`src/rtl/mac_row_ctrl.sv`:
```
`default_nettype none
// ============================================================================
//  Module      : mac_row_ctrl
//  Description : Job sequencer for a single mac_row. A start pulse, accepted
//                only in IDLE, triggers:
//                  1. COL weight reads from w_base, presented as kernel load.
//                  2. len activation reads from x_base, presented as execute.
//                  3. A drain phase that waits until len results are seen on
//                     the row's last-column valid.
//                Done is a single-cycle pulse. If the drain phase runs for
//                DRAIN_MAX cycles first, err is raised alongside done.
//
//  Ports       : clk, reset           clock and synchronous active-high reset
//                start, len,          job request; len, w_base and x_base
//                w_base, x_base       are captured when start is accepted
//                mem_rd, mem_addr,    scratch memory read port; mem_q is
//                mem_q                valid one cycle after mem_rd
//                in_w, inst_w         data and instruction to the mac_row
//                row_valid            valid vector from the mac_row
//                busy, done, err      job status
//                out_cnt              results counted in the current job
//
//  Revision    : 1.0  initial release
// ============================================================================
module mac_row_ctrl #(
    parameter int BW        = 4,
    parameter int COL       = 8,
    parameter int ADDR_BW   = 8,
    parameter int LEN_BW    = 8,
    parameter int DRAIN_MAX = 16
) (
    input  logic               clk,
    input  logic               reset,
    input  logic               start,
    input  logic [LEN_BW-1:0]  len,
    input  logic [ADDR_BW-1:0] w_base,
    input  logic [ADDR_BW-1:0] x_base,
    output logic               mem_rd,
    output logic [ADDR_BW-1:0] mem_addr,
    input  logic [BW-1:0]      mem_q,
    output logic [BW-1:0]      in_w,
    output logic [1:0]         inst_w,
    input  logic [COL-1:0]     row_valid,
    output logic               busy,
    output logic               done,
    output logic               err,
    output logic [LEN_BW-1:0]  out_cnt
);

    // ------------------------------------------------------------------------
    // Constants
    // ------------------------------------------------------------------------
    localparam int c_k_w = (COL > 1)       ? $clog2(COL)       : 1;
    localparam int c_d_w = (DRAIN_MAX > 1) ? $clog2(DRAIN_MAX) : 1;

    localparam logic [c_k_w-1:0]  c_k_last   = c_k_w'(COL - 1);
    localparam logic [c_k_w-1:0]  c_k_one    = c_k_w'(1);
    localparam logic [c_d_w-1:0]  c_d_last   = c_d_w'(DRAIN_MAX - 1);
    localparam logic [c_d_w-1:0]  c_d_one    = c_d_w'(1);
    localparam logic [LEN_BW-1:0] c_len_one  = LEN_BW'(1);
    localparam logic [LEN_BW-1:0] c_out_max  = '1;

    localparam logic [1:0] c_inst_idle = 2'b00;
    localparam logic [1:0] c_inst_load = 2'b01;
    localparam logic [1:0] c_inst_exec = 2'b10;

    typedef enum logic [2:0] {
        S_IDLE  = 3'd0,
        S_LOAD  = 3'd1,
        S_EXEC  = 3'd2,
        S_DRAIN = 3'd3,
        S_DONE  = 3'd4
    } state_t;

    // ------------------------------------------------------------------------
    // State and job context
    // ------------------------------------------------------------------------
    state_t              r_state;
    state_t              w_state_nxt;

    logic [LEN_BW-1:0]   r_len;
    logic [ADDR_BW-1:0]  r_w_base;
    logic [ADDR_BW-1:0]  r_x_base;

    logic [c_k_w-1:0]    r_k;            // weight index within LOAD
    logic [c_k_w-1:0]    w_k_nxt;
    logic [LEN_BW-1:0]   r_j;            // activation index within EXEC
    logic [LEN_BW-1:0]   w_j_nxt;
    logic [c_d_w-1:0]    r_drain_cnt;    // cycles already spent in DRAIN
    logic [c_d_w-1:0]    w_drain_nxt;

    logic                r_err;
    logic                w_err_nxt;
    logic [LEN_BW-1:0]   r_out_cnt;

    // Phase pipe: which kind of read was issued last cycle. The memory
    // answers one cycle after the read, so this lines inst_w up with mem_q.
    logic                r_ph_load;
    logic                r_ph_exec;

    logic                w_accept;
    logic                w_len_met;
    logic                w_result;

    assign w_len_met = (r_out_cnt >= r_len);
    assign w_result  = busy && row_valid[COL-1];

    // ------------------------------------------------------------------------
    // Next-state logic
    // ------------------------------------------------------------------------
    always_comb begin
        w_state_nxt = r_state;
        w_k_nxt     = r_k;
        w_j_nxt     = r_j;
        w_drain_nxt = r_drain_cnt;
        w_err_nxt   = r_err;
        w_accept    = 1'b0;

        case (r_state)
            S_IDLE: begin
                if (start) begin
                    w_accept    = 1'b1;
                    w_state_nxt = S_LOAD;
                    w_k_nxt     = '0;
                    w_err_nxt   = 1'b0;
                end
            end

            S_LOAD: begin
                if (r_k == c_k_last) begin
                    // Activation reads follow the last weight read directly.
                    w_j_nxt     = '0;
                    w_drain_nxt = '0;
                    w_state_nxt = (r_len != '0) ? S_EXEC : S_DRAIN;
                end else begin
                    w_k_nxt = r_k + c_k_one;
                end
            end

            S_EXEC: begin
                // Only entered with r_len != 0, so r_len - 1 cannot wrap here.
                if (r_j == (r_len - c_len_one)) begin
                    w_drain_nxt = '0;
                    w_state_nxt = S_DRAIN;
                end else begin
                    w_j_nxt = r_j + c_len_one;
                end
            end

            S_DRAIN: begin
                // A full result count wins over a timeout in the same cycle.
                if (w_len_met) begin
                    w_err_nxt   = 1'b0;
                    w_state_nxt = S_DONE;
                end else if (r_drain_cnt == c_d_last) begin
                    w_err_nxt   = 1'b1;
                    w_state_nxt = S_DONE;
                end else begin
                    w_drain_nxt = r_drain_cnt + c_d_one;
                end
            end

            S_DONE: begin
                w_state_nxt = S_IDLE;
            end

            default: begin
                w_state_nxt = S_IDLE;
            end
        endcase
    end

    // ------------------------------------------------------------------------
    // Registers
    // ------------------------------------------------------------------------
    always_ff @(posedge clk) begin
        if (reset) begin
            r_state     <= S_IDLE;
            r_len       <= '0;
            r_w_base    <= '0;
            r_x_base    <= '0;
            r_k         <= '0;
            r_j         <= '0;
            r_drain_cnt <= '0;
            r_err       <= 1'b0;
            r_out_cnt   <= '0;
            r_ph_load   <= 1'b0;
            r_ph_exec   <= 1'b0;
        end else begin
            r_state     <= w_state_nxt;
            r_k         <= w_k_nxt;
            r_j         <= w_j_nxt;
            r_drain_cnt <= w_drain_nxt;
            r_err       <= w_err_nxt;
            r_ph_load   <= (r_state == S_LOAD);
            r_ph_exec   <= (r_state == S_EXEC);

            if (w_accept) begin
                r_len     <= len;
                r_w_base  <= w_base;
                r_x_base  <= x_base;
                r_out_cnt <= '0;
            end else if (w_result && (r_out_cnt != c_out_max)) begin
                // Saturating; holds after done until the next accepted start.
                r_out_cnt <= r_out_cnt + c_len_one;
            end
        end
    end

    // ------------------------------------------------------------------------
    // Outputs
    // ------------------------------------------------------------------------
    assign busy   = (r_state == S_LOAD) || (r_state == S_EXEC) ||
                    (r_state == S_DRAIN);
    assign done   = (r_state == S_DONE);
    assign mem_rd = (r_state == S_LOAD) || (r_state == S_EXEC);

    // Base + index wraps naturally modulo 2^ADDR_BW.
    always_comb begin
        mem_addr = '0;
        if (r_state == S_LOAD) begin
            mem_addr = r_w_base + ADDR_BW'(r_k);
        end else if (r_state == S_EXEC) begin
            mem_addr = r_x_base + ADDR_BW'(r_j);
        end
    end

    always_comb begin
        inst_w = c_inst_idle;
        in_w   = '0;
        if (r_ph_load) begin
            inst_w = c_inst_load;
            in_w   = mem_q;
        end else if (r_ph_exec) begin
            inst_w = c_inst_exec;
            in_w   = mem_q;
        end
    end

    assign err     = r_err;
    assign out_cnt = r_out_cnt;

endmodule
`default_nettype wire
```
`config.mk`:
```
export PLATFORM = sky130hd
export DESIGN_NAME = mac_row_ctrl
export DESIGN_NICKNAME = d
export VERILOG_FILES = /design/src/rtl/mac_row_ctrl.sv
export SDC_FILE = /design/constraint.sdc
export NUM_CORES = 1
export LEC_CHECK = 0
export ABC_AREA = 1
export CAP_MARGIN = 5
export CORE_ASPECT_RATIO = 1.1
export CORE_UTILIZATION = 30
export DETAILED_ROUTE_END_ITERATION = 10
export GPL_TIMING_DRIVEN = 0
export PLACE_DENSITY = 0.62
export REMOVE_ABC_BUFFERS = 1
export SYNTH_ARGS = -nofsm -noshare
export SYNTH_HDL_FRONTEND = slang
export SYNTH_SLANG_ARGS = --single-unit
```
`constraint.sdc`:
```
create_clock -name clk -period 2.82 [get_ports clk]
set_input_delay 0.846 -clock clk [delete_from_list [all_inputs] [get_ports clk]]
set_output_delay 0.846 -clock clk [all_outputs]
set_load 0.05 [all_outputs]
```
==> results.md <==
- Setup repair after global routing could not meet its margin everywhere.
- STA classifies the critical path endpoint as an output port.
- Counting tap cells, the placed design contains a total of about 690 instances.
- The worst-case IR drop observed on VDD is ~0.00038 V.
- The total of fill cells in the finished design is around 1200.
- The DRC violation count after routing is 0.
- Routability-driven placement finished with a final weighted congestion of between 0.8 and 0.9.
- The number of global-route vias before repair is approximately 3300.
- At the worst endpoint, the arrival time is between 2 and 2.5 ns.
- The cell area after synthesis is between 3000 and 4000 um2.
- In this run the tightest slew margin relative to its limit is around 57%.
- In this run the critical register-to-register path is captured at out_cnt[1].
- The number of enable flip-flop cells after synthesis is 0.
- After detailed routing, the number of vias per cell comes to about 4.8.
- The slowest cell on the critical path is sky130_fd_sc_hd__dfxtp_2.
- The mean post-synth cell area is between 6 and 7 um2.
- The average wire per standard cell is approximately 13 um.
- Across every metal layer, demand over resource in global routing totals ~15%.
- The most frequent standard cell in the layout excluding fill and tap cells is sky130_fd_sc_hd__nand2_1.
- The clock passes through at most 2 buffers.
- Across the run, the number of max-cap violations was 0.
- Setup violations remaining at the end of the flow were counted as 2.
- For hold timing, the worst endpoint is r_x_base[5].
- The flow ran to the end, but the final reports show violations.
- The floorplan row count is 40.
- The main flop type after synthesis is sky130_fd_sc_hd__dfxtp_1.
- The H-tree depth reported by CTS is 2.
- The worst register-to-register path begins at r_state[1].
- Summed over all cells, the static leakage comes to approximately 1.8 nW.
- The routed layout has 3381 vias.
- The floorplan die area is about 12000 um2.
- For the pin with the worst max-slew slack, the measured transition is 0.651 ns.
- The total count of max-transition violations in the final report is 0.
- The cell area after placement is between 4000 and 5000 um2.
- By startpoint and endpoint, the worst setup path is classified as flip-flop to output port.
- The routed design could run at a clock period as short as 2.97 ns.
- The fraction of final layout cells with drive strength greater than 1 is 14.4%.
- Summed over all nets, wire length on met3 after detailed routing comes to approximately 300 um.
- The hold violation total from the final report came to 0.
- The flip-flop and latch count after synthesis is between 50 and 60.
- The overall die height is roughly 110 um.
- The post-cts hold buffer count is 0.
- Summed over all layers, the routed wires come to 8850 um.
- The half-perimeter wire length of the detailed placement result is approximately 6600 um.
- The area added between synthesis and finish is 30.2%.
- Data on the critical path is required at its endpoint by 1.97 ns.
- The critical path goes through ha_4 > inv_1 > fa_2 > or2_4 > a21oi_4 > nand2_2 > o21ai_1 > nand3_1 > o21ai_2 > buf_6.
- The number of buffers inserted by port buffering is 57.
- Clock-pin slew was measured on the worst setup and hold paths at about 0.07 ns.
- The post-detailed-route count of antenna-violating nets is 0.
- The share of async-settable or async-resettable flops after synthesis is 0%.
- The largest delay contributor family on the critical path is adder cells.
- For this block, the initial DRC count from the detailed router was approximately 130.
- The number of antenna violations at the first check in global routing is 0.
- The number of distinct standard cells referenced by the synthesized netlist is 41.
- Dividing total power by cell area gives a power density of between 700 and 800 nW/um2.
- In this design, the stage delay of the slowest critical-path cell is between 0.3 and 0.4 ns.
- The final reports fail on negative setup slack.
- The count of cells in the finished layout, fillers not included, comes to 701.
- At the end of the flow the core is filled with cells to around two fifths.
- The number of ports placed on the die boundary is 65.
- The slack of the critical path is -0.146 ns.
- The maximum fanout along the worst path is 2.
- The startpoint identified for the worst hold timing path is r_x_base[5].
- The wire length on met2 is roughly 4400 um.
- The final critical-path share of the clock period is 105%.
- Buffers inserted during clock tree synthesis total 5.
- The final net count is approximately 600.
- Overall power consumption after layout is estimated at between 0.003 and 0.004 W.
- The setup TNS after final layout is -0.226 ns.
- The effective utilization at floorplan is between 30% and 40%.
- The Yosys step of the flow raised 0 warnings.
- The biggest area consumer among synthesized cells is sky130_fd_sc_hd__dfxtp_1.
- Measured along the x axis, the die boundary spans slightly above 100 um.
- The met1 layer wirelength in the final routing is roughly 4000 um.
- The worst register-to-register path has a setup slack of 0.41 ns.
- After synthesis, the cell types taking the most area are sky130_fd_sc_hd__dfxtp_1, sky130_fd_sc_hd__nand2_1, sky130_fd_sc_hd__ha_1.
- The master cell of the clock root buffer is sky130_fd_sc_hd__clkbuf_16.
- The iteration count of the initial detailed-routing pass is 4.
- The floorplan step defined a core boundary enclosing 11000 um2.
- For the worst flop-to-flop path, the logic depth is 8.
- The area fraction of the dominant cell type after synthesis is between 30% and 40%.
- The uppermost layer routed is met4.
- In the layout the commonest cells are sky130_fd_sc_hd__nand2_1, sky130_fd_sc_hd__inv_1, sky130_fd_sc_hd__a21oi_1.
- The worst hold-check path type is flip-flop to flip-flop.
- The global-route wire length before repair is roughly 15000 um.
- Timing would allow up to ~0.34 GHz.
- The pin count of the biggest net entering global routing is between 40 and 50.
- The number of clock sinks is 53.
- After routing the design area is 4440 um2.
- Counting both buffers and inverters, the worst setup path holds a total of 2.
- The clock insertion delay at the later pin of the skew report is approximately 0.30 ns.
- The worst setup path is launched from a flip-flop.
- The clock tree skew after final layout is 0.00703 ns.
- After synthesis, flip-flops and latches occupy a little under a third of the total area.
- The number of antenna repair diodes is 0.
- The total overflow reported by the global router is 0.
- The synthesized netlist cell count is 495.
- The TritonCTS clock tree is built.
- Counting instances, the worst hold path has a depth of 2.
-- registers in the layout (all words and copies together) (netlist names) --
register     flops
r_drain_cnt      4
out_cnt          8
r_state          3
err              1
r_ph_load        1
r_j              8
r_ph_exec        1
r_k              3
r_len            8
r_x_base         8
r_w_base         8
-- cell usage after synthesis, drive strengths merged, types with 2 or more instances --
library cell,n
or2,3
a21oi,53
nor3b,5
xnor2,5
a21o,2
inv,62
o21ai,32
o21a,2
clkinv,2
dfxtp,53
nand3b,2
nor2,51
o31ai,2
ha,24
nand4,12
nor3,7
buf,4
fa,2
xor2,6
clkbuf,8
nand2,109
nand3,41
-- layout make-up --
cell class	instances	area (um2)	area share, %
clock inverter	1	7.51	0.169
tap	147	184	4.14
timing repair buffer	63	609	13.7
multi-input combinational	366	2190	49.4
clock buffer	7	133	2.98
sequential	53	1070	24.2
inverter	64	243	5.46
-- routing by layer --
metal  vias up  track usage [%]
li1       1751                -
met2        67             28.3
met1      1551             18.2
met4         0             5.81
met5         -                0
met3        12             2.29
-- worst max path at each step --
stage                           start     endpoint  slack, ns  depth (start not counted)
after floorplan                r_j[0]  mem_addr[6]      -0.71                         11
after global routing      r_w_base[0]  mem_addr[6]      -0.25                         10
final                     r_w_base[0]  mem_addr[6]      -0.15                         10
after global placement         r_j[0]  mem_addr[6]      -0.80                         12
after CTS                      r_j[0]  mem_addr[6]      -0.24                         12
after detailed placement        start   out_cnt[5]      -0.82                          6
-- logic make-up (layout without fill, tap and decap cells) --
logic type      count (synthesis)  in the layout  synth area share, %
simple gates                  232            232                 32.1
buf+inv                        76            135                 8.58
xor+xnor                       11             11                 2.82
flops                          53             53                 31.1
compound gates                 97             97                 15.5
fa+ha+maj                      26             26                 9.97
-- through the flow --
step	hold WS, ns	setup slack (ns)
6_report	0.472	-0.146
4_1_cts	0.472	-0.235
3_5_place_dp	0.464	-0.824
2_1_floorplan	0.439	-0.707
3_3_place_gp	0.454	-0.796
5_1_grt	0.489	-0.251
-- worst register-to-register path: cells and delay by family, from the launching register on --
| family | cells | cell delay [ns] |
|---|---|---|
| AND/OR/NAND/NOR | 4 | 1.55 |
| buffers and inverters | 2 | 0.23 |
| flip-flops | 1 | 0.36 |
| AO/OA/AOI/OAI | 2 | 0.14 |
-- timing repair --
action,in CTS,in global routing
gates cloned,0,0
resized for setup,89,33
buffers inserted,4,4
pin swaps,4,2
endpoints found under the hold margin,0,0
endpoints found under the setup margin,53,12
-- power by group --
part / switching (W) / internal, W / leakage [nW]
Sequential: 0.000129 / 0.000886 / 0.436
Combinational: 0.00127 / 0.000608 / 1.34
Clock: 0.000284 / 0.000331 / 0.0641
Total: 0.00168 / 0.00182 / 1.84
Note: power is estimated with default switching activity, not from simulation.
